### src/rtl/kat_adc_config_sequencer.sv
`default_nettype none
// ============================================================================
// Module   : kat_adc_config_sequencer
// Brief    : Power-up configuration sequencer for one KAT ADC channel. Pulses
//            the ADC reset, waits a settle interval, replays a table of 3-wire
//            register writes through the serial engine's start/done handshake,
//            optionally steps the capture MMCM phase, then reports done/error.
// Revision : 1.0 - initial release
// ============================================================================
module kat_adc_config_sequencer #(
  parameter int           NUM_WRITES    = 4,
  parameter logic [159:0] INIT_TABLE    = 160'h0,
  parameter int           RESET_CYCLES  = 16,
  parameter int           SETTLE_CYCLES = 256,
  parameter int           PS_STEPS      = 0,
  parameter int           PS_INC        = 1,
  parameter int           ACK_TIMEOUT   = 8,
  parameter int           DONE_TIMEOUT  = 1023
) (
  input  logic        wb_clk_i,
  input  logic        wb_rst_i,
  input  logic        go,
  output logic        busy,
  output logic        done,
  output logic        error,
  output logic [2:0]  err_index,
  output logic        adc_reset,
  output logic        cfg_start,
  output logic [3:0]  cfg_addr,
  output logic [15:0] cfg_data,
  input  logic        cfg_done,
  output logic        psen,
  output logic        psincdec,
  input  logic        psdone
);

  // One shared interval/timeout counter, sized for the longest interval.
  localparam int MAX_RS  = (RESET_CYCLES > SETTLE_CYCLES) ? RESET_CYCLES : SETTLE_CYCLES;
  localparam int MAX_AD  = (ACK_TIMEOUT > DONE_TIMEOUT) ? ACK_TIMEOUT : DONE_TIMEOUT;
  localparam int MAX_CNT = (MAX_RS > MAX_AD) ? MAX_RS : MAX_AD;
  localparam int CNT_W   = $clog2(MAX_CNT + 1);
  localparam int STEP_W  = (PS_STEPS > 0) ? $clog2(PS_STEPS + 1) : 1;

  // Counter values on which each interval or timeout expires.
  localparam logic [CNT_W-1:0]  RESET_LAST  = CNT_W'(RESET_CYCLES - 1);
  localparam logic [CNT_W-1:0]  SETTLE_LAST = CNT_W'(SETTLE_CYCLES - 1);
  localparam logic [CNT_W-1:0]  ACK_LAST    = CNT_W'(ACK_TIMEOUT - 1);
  localparam logic [CNT_W-1:0]  DONE_LAST   = CNT_W'(DONE_TIMEOUT - 1);
  localparam logic [2:0]        LAST_IDX    = 3'(NUM_WRITES - 1);
  localparam logic [STEP_W-1:0] STEP_LAST   = STEP_W'(PS_STEPS - 1);

  typedef enum logic [3:0] {
    S_IDLE     = 4'd0,
    S_RESET    = 4'd1,
    S_SETTLE   = 4'd2,
    S_ISSUE    = 4'd3,
    S_ACKWAIT  = 4'd4,
    S_DONEWAIT = 4'd5,
    S_PSREQ    = 4'd6,
    S_PSWAIT   = 4'd7,
    S_FAIL     = 4'd8
  } state_t;

  state_t            state_q, state_d;
  logic [CNT_W-1:0]  cnt_q, cnt_d;
  logic [2:0]        index_q, index_d;
  logic [STEP_W-1:0] step_q, step_d;
  logic              busy_q, busy_d;
  logic              done_q, done_d;
  logic              error_q, error_d;
  logic [2:0]        err_index_q, err_index_d;
  logic              adc_reset_q, adc_reset_d;
  logic              cfg_start_q, cfg_start_d;
  logic [3:0]        cfg_addr_q, cfg_addr_d;
  logic [15:0]       cfg_data_q, cfg_data_d;
  logic              psen_q, psen_d;
  logic              psincdec_q, psincdec_d;

  logic [19:0]       entry_sel;
  logic [CNT_W-1:0]  cnt_inc;
  logic [2:0]        step_lsb;

  assign entry_sel = INIT_TABLE[20*index_q +: 20];
  assign cnt_inc   = (cnt_q == {CNT_W{1'b1}}) ? cnt_q : cnt_q + 1'b1;

  // Phase failures report the low three bits of the step number.
  if (STEP_W >= 3) begin : g_step_wide
    assign step_lsb = step_q[2:0];
  end else begin : g_step_narrow
    assign step_lsb = {{(3-STEP_W){1'b0}}, step_q};
  end

  // Next-state and registered-output logic for the sequencer.
  always_comb begin
    state_d     = state_q;
    cnt_d       = cnt_inc;
    index_d     = index_q;
    step_d      = step_q;
    busy_d      = busy_q;
    done_d      = done_q;
    error_d     = error_q;
    err_index_d = err_index_q;
    adc_reset_d = adc_reset_q;
    cfg_start_d = 1'b0;
    cfg_addr_d  = cfg_addr_q;
    cfg_data_d  = cfg_data_q;
    psen_d      = 1'b0;
    psincdec_d  = psincdec_q;

    case (state_q)
      S_IDLE: begin
        cnt_d  = '0;
        busy_d = 1'b0;
        if (go) begin
          done_d      = 1'b0;
          error_d     = 1'b0;
          err_index_d = 3'd0;
          busy_d      = 1'b1;
          adc_reset_d = 1'b1;
          state_d     = S_RESET;
        end
      end

      S_RESET: begin
        if (cnt_q == RESET_LAST) begin
          adc_reset_d = 1'b0;
          cnt_d       = '0;
          state_d     = S_SETTLE;
        end
      end

      S_SETTLE: begin
        if (cnt_q == SETTLE_LAST) begin
          index_d = 3'd0;
          cnt_d   = '0;
          state_d = S_ISSUE;
        end
      end

      S_ISSUE: begin
        if (cfg_done) begin
          cfg_addr_d  = entry_sel[19:16];
          cfg_data_d  = entry_sel[15:0];
          cfg_start_d = 1'b1;
          cnt_d       = '0;
          state_d     = S_ACKWAIT;
        end
      end

      S_ACKWAIT: begin
        if (!cfg_done) begin
          cnt_d   = '0;
          state_d = S_DONEWAIT;
        end else if (cnt_q == ACK_LAST) begin
          err_index_d = index_q;
          cnt_d       = '0;
          state_d     = S_FAIL;
        end
      end

      S_DONEWAIT: begin
        if (cfg_done) begin
          cnt_d = '0;
          if (index_q == LAST_IDX) begin
            if (PS_STEPS > 0) begin
              step_d  = '0;
              state_d = S_PSREQ;
            end else begin
              done_d  = 1'b1;
              busy_d  = 1'b0;
              state_d = S_IDLE;
            end
          end else begin
            index_d = index_q + 3'd1;
            state_d = S_ISSUE;
          end
        end else if (cnt_q == DONE_LAST) begin
          err_index_d = index_q;
          cnt_d       = '0;
          state_d     = S_FAIL;
        end
      end

      S_PSREQ: begin
        psen_d     = 1'b1;
        psincdec_d = (PS_INC != 0);
        cnt_d      = '0;
        state_d    = S_PSWAIT;
      end

      S_PSWAIT: begin
        if (psdone) begin
          cnt_d = '0;
          if (step_q == STEP_LAST) begin
            done_d  = 1'b1;
            busy_d  = 1'b0;
            state_d = S_IDLE;
          end else begin
            step_d  = step_q + 1'b1;
            state_d = S_PSREQ;
          end
        end else if (cnt_q == DONE_LAST) begin
          err_index_d = step_lsb;
          cnt_d       = '0;
          state_d     = S_FAIL;
        end
      end

      S_FAIL: begin
        error_d = 1'b1;
        busy_d  = 1'b0;
        cnt_d   = '0;
        state_d = S_IDLE;
      end

      default: begin
        busy_d      = 1'b0;
        adc_reset_d = 1'b0;
        cnt_d       = '0;
        state_d     = S_IDLE;
      end
    endcase
  end

  // State and output registers; reset drops every request immediately.
  always_ff @(posedge wb_clk_i or posedge wb_rst_i) begin
    if (wb_rst_i) begin
      state_q     <= S_IDLE;
      cnt_q       <= '0;
      index_q     <= 3'd0;
      step_q      <= '0;
      busy_q      <= 1'b0;
      done_q      <= 1'b0;
      error_q     <= 1'b0;
      err_index_q <= 3'd0;
      adc_reset_q <= 1'b0;
      cfg_start_q <= 1'b0;
      cfg_addr_q  <= 4'd0;
      cfg_data_q  <= 16'd0;
      psen_q      <= 1'b0;
      psincdec_q  <= 1'b0;
    end else begin
      state_q     <= state_d;
      cnt_q       <= cnt_d;
      index_q     <= index_d;
      step_q      <= step_d;
      busy_q      <= busy_d;
      done_q      <= done_d;
      error_q     <= error_d;
      err_index_q <= err_index_d;
      adc_reset_q <= adc_reset_d;
      cfg_start_q <= cfg_start_d;
      cfg_addr_q  <= cfg_addr_d;
      cfg_data_q  <= cfg_data_d;
      psen_q      <= psen_d;
      psincdec_q  <= psincdec_d;
    end
  end

  assign busy      = busy_q;
  assign done      = done_q;
  assign error     = error_q;
  assign err_index = err_index_q;
  assign adc_reset = adc_reset_q;
  assign cfg_start = cfg_start_q;
  assign cfg_addr  = cfg_addr_q;
  assign cfg_data  = cfg_data_q;
  assign psen      = psen_q;
  assign psincdec  = psincdec_q;

endmodule
`default_nettype wire

### config.mk
export PLATFORM = sky130hd
export DESIGN_NAME = kat_adc_config_sequencer
export DESIGN_NICKNAME = d
export VERILOG_FILES = /design/src/rtl/kat_adc_config_sequencer.sv
export SDC_FILE = /design/constraint.sdc
export NUM_CORES = 1
export LEC_CHECK = 0
export CORE_ASPECT_RATIO = 1.1
export CORE_UTILIZATION = 25
export CTS_CLUSTER_DIAMETER = 120
export CTS_CLUSTER_SIZE = 8
export DETAILED_ROUTE_END_ITERATION = 8
export PLACE_DENSITY_LB_ADDON = 0.2
export SLEW_MARGIN = 40
export SYNTH_ARGS = -nofsm -noshare
export SYNTH_HDL_FRONTEND = slang
export SYNTH_SLANG_ARGS = --single-unit
### constraint.sdc
create_clock -name wb_clk_i -period 4.4 [get_ports wb_clk_i]
set_input_delay 0.88 -clock wb_clk_i [delete_from_list [all_inputs] [get_ports wb_clk_i]]
set_output_delay 0.88 -clock wb_clk_i [all_outputs]
set_load 0.005 [all_outputs]
[Word-level counts from Yosys, hierarchy flattened]
Index checks and enable logic that the tools add are counted.
Word-level totals
  RAM bits: 0
  ROM bits: 0
  register bits: 48
  output and inout port bits: 30
  bits in latches: 0
  memories kept: 0
Cells by class
  div/mod/pow operators: 0
  shift operators: 1
  $add $sub $neg: 3
  multiply operators: 1
  bitwise logic cells: 2
  multiplexer cells: 54
  reduce and logical (&&, ||, !) cells: 16
  eq/ne operators: 30
  magnitude comparators: 0
Operator list (count)
  $shiftx 160x9->20 const A: 1
  $mux 10: 9
  $pmux 10 s6: 1
  $mux 4: 9
  $mux 3: 11
  $pmux 4 s8: 1
  $ne 2x2->1 const B: 15
  $eq 10x10->1 const B: 2
  $eq 4x3->1 const B: 4
  $mux 1: 16
  $pmux 3 s4: 1
  $add 10x1->10 const B: 1
  $eq 10x3->1 const B: 1
  $eq 10x4->1 const B: 1
  $eq 10x8->1 const B: 1
  $reduce_and 5->1: 2
  $eq 4x2->1 const B: 2
  $reduce_and 8->1: 1
  $reduce_or 7->1: 1
  $mul 3x3->6 const A: 1
  $pmux 1 s3: 2
  $pmux 3 s2: 1
  $reduce_and 2->1: 3
  $reduce_and 6->1: 1
  17 further kinds: 19

[Depth between registers and ports, before layout]
Gate-level depths: netlist of the first run.
  depth after elaboration: 5
  depth in mapped cells: 7
  mapped depth without buffers: 7

[Worst setup path after synthesis of the first run]
No wires, ideal clock.
  kind: input-to-reg
  start: in cfg_done
  end: reg cnt_q[6]
  arrival time: 2175 ps
  required time: 4301 ps
  slack: 2125 ps
  stages: 6
  path through: clkbuf_1 -> mux2_2 -> or3_1 -> nor2_1 -> nor3_4 -> a311oi_1
Between the ends
  longest elaborated chain between the ends: 2
  elaborated cells on any way between the ends: 4
  classes of those cells: 4 x mux
RTL lines
  start: declaration: line 31  | input logic cfg_done,
  $mux 10 (on tied branches): line 162, 141, 151
  $pmux 10 s6 *: line 110  | case (state_q)
  via cnt_d[6]: line 65  | logic [CNT_W-1:0] cnt_q, cnt_d;
  end signal: assignment: line 244  | cnt_q <= cnt_d;
  end: declaration: line 65
The timed path passes the listed nets; every way through them passes the cells marked *.
A chain may end at the register's enable or synchronous reset.

[Worst setup path after layout of the first run]
Ends and elaborated chain as after synthesis.

==> results of run 1 <==
==> worst max-delay path: stages <==
cell and delay (ns):
clkdlybuf4s50_1 0.57, mux2_2 0.34, or3_1 0.40, nor2_1 0.24
nor3_4 0.11, a311oi_1 0.28
==> metrics by stage <==
stage          power [mW]  instance area, µm²    util  setup WS [ns]
2_1_floorplan      0.7090                1924       -          2.125
3_3_place_gp       0.8347                1994  0.2814          1.570
3_5_place_dp       0.8288                1994  0.2814          1.484
4_1_cts             1.038                2066  0.2915          1.766
5_1_grt             1.113                2066  0.2915          1.644
6_report            1.024                2066  0.2915          1.745
==> registers in the layout, summed over array words and instances (netlist names) <==
name	count
adc_reset	1
busy	1
cfg_start	1
cnt_q	10
done	1
err_index	3
error	1
index_q	3
psen	1
psincdec	1
state_q	4
step_q	1
==> report_power, final <==
| part | internal, mW | total, mW | switching [mW] |
|---|---|---|---|
| Clock | 0.122 | 0.206 | 0.0845 |
| Sequential | 0.319 | 0.415 | 0.0963 |
| Combinational | 0.195 | 0.403 | 0.207 |
==> routing by layer <==
metal | vias to the layer above | part of all wire
met5 | - | 0
met4 | 0 | 0.015
met3 | 7 | 0.028
met2 | 31 | 0.48
met1 | 711 | 0.47
li1 | 740 | -
==> how the worst max path moves through the flow <==
stage / start / endpoint / depth (start not counted)
floorplan: cfg_done / cnt_q[6]$_DFF_PP0_ / 6
global placement: cfg_done / cnt_q[6]$_DFF_PP0_ / 6
detailed placement: cfg_done / cnt_q[6]$_DFF_PP0_ / 6
CTS: cfg_done / cnt_q[6]$_DFF_PP0_ / 6
global route: cfg_done / state_q[0]$_DFFE_PP0P_ / 6
finish: cfg_done / cnt_q[6]$_DFF_PP0_ / 6
==> cells in the final DEF, fill, tap and decap left out, types with 3 or more instances in the layout <==
cell / n
a21oi_1: 15
inv_1: 12
conb_1: 20
nor3_1: 10
mux2_1: 3
clkbuf_8: 3
nor2b_1: 3
o21ai_0: 9
ha_1: 4
a211oi_1: 5
mux2i_1: 3
clkdlybuf4s50_1: 14
nand3_1: 8
o22ai_1: 3
dfrtp_1: 28
nand2_1: 16
nand2b_1: 4
nor2_1: 25
and2_1: 3
==> cell families (layout without fill, tap and decap cells) <==
group | Yosys count | after routing
simple gates | 88 | 88
compound gates | 45 | 45
buf+inv | 41 | 31
flops | 28 | 28
mux | 7 | 7
fa+ha+maj | 4 | 4
xor+xnor | 3 | 3
other cells | 1 | 20
==> area by class of cell <==
| class | count | area share |
|---|---|---|
| clock buffers | 3 | 0.01999 |
| clock inverters | 1 | 0.01454 |
| inverters | 12 | 0.02180 |
| multi-input cells | 167 | 0.4815 |
| flip-flops and latches | 28 | 0.3392 |
| well taps | 85 | 0.05148 |
| repair buffers | 15 | 0.07147 |
==> metrics.txt, run 1 <==
fin cells 311; run status complete, but fails checks; layout cells sized above 1 0.06637; Syn Inst Count 217; xor/xnor share of the synthesized area 0.01418; drt pass-1 iters 6; grt met3 use 0.01604; HP Class reg2reg; largest family of logic cells by synthesized area simple AND/OR/NAND/NOR gates; max-slew violations 0; area of the multi-input gates ~990 µm²; hold path endpoint psincdec$_DFFE_PP0P_; Leak between 0.8 and 0.9 nW; crit end category flip-flop; port bufs 14; routability cong. approximately 0.80; hold_ws 0.4781 ns; Compound-Gate Fraction of Synth Area 0.1553; Tcrit/Tclk final 0.6033; Area contributors post-synth dfrtp_1, buf_4, nor2_1; worst hold start psincdec$_DFFE_PP0P_; Inserted Clock Buffers 3; Ys Warns 0; initial drt markers 64; fillers around 770; grt ovf 0; TritonCTS Sinks 28; CP Launch Type input port; I/O Pins 35; DPL Wire Length 2960 µm; # setup viols final 0; Antenna Cells 0; simple-gate share of the synthesized area 0.2593; nets between 200 and 250; CTS H-tree depth 1; FF-to-FF setup slack between 1.5 and 2 ns; number of synthesized flops with an enable pin 0; clock slew at reported path FFs around 0.10 ns; commonest cells in the netlist dfrtp_1, nor2_1, buf_4; number of placement rows 32; worst r2r src cnt_q[4]$_DFF_PP0_; final setup TNS 0 ns; die area between 7000 and 8000 µm²; failing checks design-rule violations; CP Max Fanout 10; RSZ-0062 raised after global routing no; worst endpoint required time approximately 4.6 ns; critical path class in2reg; Seq/Total Area, Yosys 0.3781; most common cell in the netlist dfrtp_1; Core Box Area a little over 7000 µm²; Synth cell types 48; CTS Root Cell clkbuf_8; global-route wire length before repair roughly 6800 µm; final hold vios 0; maximum vdd ir drop roughly 0.16 mV; Least-Margin Pin Slew ~0.61 ns; Mapped Area between 1500 and 2000 µm²; multiplexer share of the synthesized area 0.04051; vias 1489; CTS max path bufs 2; met1 Use GR 0.1458; TritonCTS clock tree done; Post-synth ARST share 1.000; post-synthesis adder-cell area fraction 0.02701; clk_lat worst skew about 0.28 ns; vias in the first global route ~1.4k; FF+latch count, synth 28; power per cell area about 500 nW/µm²; wire length per cell about 13 µm; worst r2r path cells 5; Hold Path Depth 1; Initial Util 0.2615; worst relative slew slack 0.5933; top_reg_cell synth dfrtp_1; CTS resizes 0; initial antenna violation count 0; Yosys top cell by area dfrtp_1; skew final around 0.007 ns; CP arrival approximately 2.8 ns; hold buffer count at cts 0; post-route antenna net violation count 0; Global Route Usage Sum 0.1107; Routed WL 3969 µm; Top Usage Layer GRT met2; Synth top area share 0.3781; Layout area overhead 11.48%; syn_area_per_cell 8.539 µm²; RR Endpoint cnt_q[2]$_DFF_PP0_; Sequential Area between 700 and 800 µm²; remaining routing DRC violations 6; fmax 376.7 MHz; largest net degree at the start of global routing 29; grt met2 use 0.1844; Via density between 4 and 5; Die X ~84 µm; min Tclk post-route 2.655 ns; chip height between 90 and 100 µm; post-CTS setup buffers 0; # placed instances between 300 and 400; maxcap violations 0
(Power assumes the default switching activity.)
==> run 2: changes to the inputs <==
- clock period: 4.4 -> 2.6 ns (I/O delays scaled with it)
==> run 2 against run 1 <==
  * The flow still finishes with violations (design-rule violations)
  * Largest power group is now combinational cells
  * Register-to-register slack worse by 1.8 ns
  * First-iteration DRC count fell by 3.1%
  * Core utilization up 0.74 points
  * Critical endpoint is now cnt_q[2]$_DFF_PP0_
  * Cell area is 2.5% higher
  * Highest routed layer unchanged
==> metrics.txt, run 2 (synthesis gave the netlist of run 1 again) <==
run status complete, but fails checks; failing checks design-rule violations; port bufs 14 (unchanged); Routed WL 4005 µm (+0.91%); CP Max Fanout 9 (-1); Top reg by flops cnt_q; worst r2r path cells 5 (unchanged); clk_lat worst skew 0.27 ns (about the same); FF-to-FF setup slack 0.20 ns (-1.79 ns); global-route wire length before repair 6844 µm (+0.29%); TritonCTS Sinks 28 (unchanged); largest stage delay on the critical path 0.57 ns (about the same); Critical Path Sink cnt_q[2]$_DFF_PP0_; final hold vios 0 (unchanged); Tcrit/Tclk final 0.9213; min Tclk post-route between 2 and 2.5 ns; wire length per cell 12.59 µm (-1.3%); clock slew at reported path FFs 0.10 ns (about the same); power per cell area 833.1 nW/µm² (+68%); worst endpoint required time 2.75 ns (-1.82 ns); Initial Util 0.2615 (unchanged); initial drt markers 62 (-3.1%); max-slew violations 0 (unchanged); CP arrival 2.55 ns (-0.27 ns); die area 7761 µm² (unchanged); Core Box Area 7087 µm² (unchanged); Antenna Cells 0 (unchanged); Largest register FFs 10 (unchanged); number of placement rows 32 (unchanged); Critical Path Start cnt_q[5]$_DFF_PP0_; worst r2r src cnt_q[5]$_DFF_PP0_; largest net degree at the start of global routing 29 (unchanged); Leak 0.9006 nW (+4.2%); initial antenna violation count 0 (unchanged); hold buffer count at cts 0 (unchanged); Inserted Clock Buffers 3 (unchanged); Global Route Usage Sum 0.1090 (-0.001723); HP Class reg2reg; CTS Root Cell clkbuf_8; leading cell type in the layout, fill and taps excluded dfrtp_1; Most common cell on crit path or4_4; TritonCTS clock tree done; crit end category flip-flop; skew final 0.008145 ns (+0.001140 ns); crit-path cells or4_4 > or4_4 > o2bb2ai_2 > nor3_4 > nor3_1; final setup TNS 0 ns (unchanged); Via density 4.761 (-0.56%); grt ovf 0 (unchanged); CP Launch Type flip-flop; remaining routing DRC violations 6 (unchanged); Post-DP Area 2047 µm² (+2.6%); post-CTS setup buffers 0 (unchanged); maximum vdd ir drop 0.2235 mV (+43%); # placed instances 314 (+2.3%); nets 243 (+3.0%); CTS resizes 0 (unchanged); CTS max path bufs 2 (unchanged); Worst path slowest cell or4_4; worst relative slew slack 0.6137 (+0.02041); CTS H-tree depth 1 (unchanged); Die X 84.09 µm (unchanged); # setup viols final 0 (unchanged); Layout area overhead 14.31%; DPL Wire Length 3040 µm (+2.7%); drt pass-1 iters 6 (unchanged); Least-Margin Pin Slew 0.5795 ns (-0.02595 ns); RSZ-0062 raised after global routing no; vias in the first global route 1487 (+8.3%); fillers 773 (+0.78%); layout cells sized above 1 0.09442 (+0.02805); final instance area 2118 µm² (+2.5%); chip height 92.30 µm (unchanged); post-route antenna net violation count 0 (unchanged); maxcap violations 0 (unchanged); commonest cells after routing, fill and taps aside dfrtp_1, nor2_1, conb_1; routability cong. 0.8069 (+1.1%); critical path class reg2reg; I/O Pins 35 (unchanged); RR Endpoint cnt_q[2]$_DFF_PP0_; biggest regs cnt_q (10), state_q (4); fmax about 420 MHz; fin cells 318 (+2.3%); vias 1514 (+1.7%)
-- run 2: critical path: cells and delay by family (launching register included) --
kind	cells	cell delay [ns]
flops	1	0.45
compound gates	1	0.19
simple gates	4	1.64
-- run 2: routing by layer --
metal,up-vias,routed length (µm),track usage
li1,751,-,-
met1,718,1888,0.1375
met2,34,1909,0.1872
met3,11,108,0.01426
met4,0,99,0.04598
met5,-,0,0
-- run 2: report_power, final --
group / internal (mW) / switching, mW / leakage (nW) / total [mW]
Sequential: 0.540 / 0.134 / 0.367 / 0.674
Clock: 0.206 / 0.137 / 0.0357 / 0.344
Combinational: 0.355 / 0.392 / 0.497 / 0.747
-- run 2: how the worst min path moves through the flow --
stage / startpoint / to / depth (start not counted)
6_report: psincdec$_DFFE_PP0P_ / psincdec$_DFFE_PP0P_ / 1
5_1_grt: psincdec$_DFFE_PP0P_ / psincdec$_DFFE_PP0P_ / 1
4_1_cts: psincdec$_DFFE_PP0P_ / psincdec$_DFFE_PP0P_ / 1
3_5_place_dp: psincdec$_DFFE_PP0P_ / psincdec$_DFFE_PP0P_ / 1
3_3_place_gp: psincdec$_DFFE_PP0P_ / psincdec$_DFFE_PP0P_ / 1
2_1_floorplan: psincdec$_DFFE_PP0P_ / psincdec$_DFFE_PP0P_ / 1
-- run 2: layout make-up --
cell class                      count  area (µm²)  area share
Tap cell                           85       106.4     0.05021
Multi-Input combinational cell    167       994.7      0.4696
Sequential cell                    28       700.7      0.3308
Timing Repair Buffer               22       200.2     0.09451
Clock inverter                      1       30.03     0.01418
Clock buffer                        3       41.29     0.01949
Inverter                           12       45.04     0.02126
-- run 2: stage by stage --
stage                     power, mW  setup slack (ns)    util  hold slack (ns)
after floorplan               1.200            0.4138       -           0.4650
after global placement        1.439            0.1418  0.2888           0.4539
after detailed placement      1.435           0.08266  0.2888           0.4554
after CTS                     1.786            0.1810  0.2989           0.4800
after global routing          1.910            0.1176  0.2989           0.4980
final                         1.765            0.2046  0.2989           0.4727
==> run 3: changes to the inputs <==
- clock period: 2.6 -> 2.4 ns (I/O delays scaled with it)
==> run 3 against run 2 <==
  * The run still ends with design-rule violations left
  * Sequential cell count unchanged
  * Register-to-register slack got worse by 0.04 ns
  * Die area unchanged
  * Count of clock-buffer cells in the layout did not move
  * Cell area is 2.7% higher
  * Worst hold slack better by 0.0021 ns
  * Total power grew 14%
  * Clock skew up 0.0044 ns
  * Fmax grew 7.3%
  * Critical path depth is 1 higher
  * Cell count is 1.9% higher
  * Highest routed layer unchanged
==> metrics.txt, run 3 (synthesis gave the netlist of run 1 again) <==
run status complete, but fails checks; failing checks design-rule violations; grt ovf 0 (unchanged); met2 routed WL 1949 µm (+2.1%); commonest cells after routing, fill and taps aside dfrtp_1, nor2_1, conb_1; Global Route Usage Sum 0.1136 (+0.004639); PnR worst setup slack 0.1681 ns (-0.03653 ns); HP Class reg2reg; worst r2r src cnt_q[7]$_DFF_PP0_; wire length per cell 12.44 µm (-1.2%); post-route antenna net violation count 0 (unchanged); Largest register FFs 10 (unchanged); maxcap violations 0 (unchanged); CTS Root Cell clkbuf_8; worst r2r path cells 6 (+1); die area 7761 µm² (unchanged); global-route wire length before repair 7024 µm (+2.6%); Initial Util 0.2615 (unchanged); chip height 92.30 µm (unchanged); nets 249 (+2.5%); Die X 84.09 µm (unchanged); I/O Pins 35 (unchanged); vias 1469 (-3.0%); leading cell type in the layout, fill and taps excluded dfrtp_1; Tcrit/Tclk final 0.9299 (+0.008659); WL met3 146 µm (+35%); CP Launch Type flip-flop; crit end category flip-flop; port bufs 14 (unchanged); FF-to-FF setup slack 0.17 ns (-0.04 ns); highest metal used met4; initial antenna violation count 0 (unchanged); Layout area overhead 17.42%; CTS max path bufs 2 (unchanged); drt pass-1 iters 6 (unchanged); final instance area 2176 µm² (+2.7%); critical path class reg2reg; Core Box Area 7087 µm² (unchanged); final hold vios 0 (unchanged); max-slew violations 0 (unchanged); worst endpoint required time 2.56 ns (-0.19 ns); Post-Route Utilization 0.3070 (+0.008122); CP arrival 2.39 ns (-0.16 ns); Placement Setup Slack 0.05561 ns (-0.02705 ns); clock slew at reported path FFs 0.11 ns (about the same); Top reg by flops cnt_q; DPL Wire Length 3067 µm (+0.89%); fmax 448.1 MHz (+7.3%); worst hold start psincdec$_DFFE_PP0P_; initial drt markers 76 (+23%); TritonCTS Sinks 28 (unchanged); largest net degree at the start of global routing 29 (unchanged); min Tclk post-route 2.232 ns (-0.1635 ns); final setup TNS 0 ns (unchanged); CTS resizes 0 (unchanged); Hold Path Depth 1 (unchanged); maximum vdd ir drop 0.3990 mV (+79%); skew final 0.01254 ns (+0.004398 ns); hold_ws 0.4748 ns (+0.002107 ns); biggest regs cnt_q (10), state_q (4); Inserted Clock Buffers 3 (unchanged); layout cells sized above 1 0.1172 (+0.02273); # setup viols final 0 (unchanged); CP Max Fanout 9 (unchanged); hold buffer count at cts 0 (unchanged); RSZ-0062 raised after global routing no; routability cong. 0.7645 (-5.3%); TritonCTS clock tree done; Leak 0.9351 nW (+3.8%); hold path endpoint psincdec$_DFFE_PP0P_; Routed WL 4031 µm (+0.65%); DRT met1 WL 1907 µm (+1.0%); Antenna Cells 0 (unchanged); Post-DP Area 2105 µm² (+2.8%); number of placement rows 32 (unchanged); remaining routing DRC violations 6 (unchanged); Via density 4.534 (-4.8%); vias in the first global route 1421 (-4.4%); clk_lat worst skew 0.28 ns (about the same); power per cell area 921.2 nW/µm² (+11%); post-CTS setup buffers 0 (unchanged); CTS H-tree depth 1 (unchanged); RR Endpoint cnt_q[6]$_DFF_PP0_
[run 3: cell type report]
type	instances	area, µm²
clock inverter	1	30.03
inverter	12	45.04
sequential	28	700.7
multi-input combinational	167	994.7
clock buffer	3	41.29
timing repair buffer	28	257.7
fill	741	4911
tap	85	106.4
[run 3: stage by stage]
step | std cells | power, mW
3_5_place_dp | 320 | 1.634
5_1_grt | 324 | 2.180
2_1_floorplan | 236 | 1.300
4_1_cts | 324 | 2.033
6_report | 324 | 2.004
3_3_place_gp | 320 | 1.640
[run 3: power by group]
group	internal [mW]	leakage [nW]	switching, mW
logic	0.455	0.532	0.464
registers	0.586	0.367	0.117
clock network	0.224	0.0357	0.160
total	1.26	0.935	0.740
[run 3: worst max-delay path, stage by stage, from the launching register on]
cell and delay [ns]:
dfrtp_1 0.43, or4_4 0.54, or4_4 0.54, o2bb2ai_2 0.19
nor3_4 0.24, buf_12 0.15, a311oi_1 0.04
[run 3: metal layers]
layer / GRT usage / vias to the layer above
li1: - / 761
met1: 0.1526 / 672
met2: 0.1892 / 34
met3: 0.02406 / 2
met4: 0.02155 / 0
met5: 0 / -
[run 3: worst max-delay path by stage]
stage / start / to / slack (ns)
6_report: cnt_q[7]$_DFF_PP0_ / cnt_q[6]$_DFF_PP0_ / 0.17
4_1_cts: cnt_q[7]$_DFF_PP0_ / cnt_q[6]$_DFF_PP0_ / 0.16
3_5_place_dp: psdone / cnt_q[6]$_DFF_PP0_ / 0.06
5_1_grt: cnt_q[7]$_DFF_PP0_ / cnt_q[6]$_DFF_PP0_ / 0.08
3_3_place_gp: psdone / cnt_q[6]$_DFF_PP0_ / 0.08
2_1_floorplan: cnt_q[5]$_DFF_PP0_ / cnt_q[2]$_DFF_PP0_ / 0.21
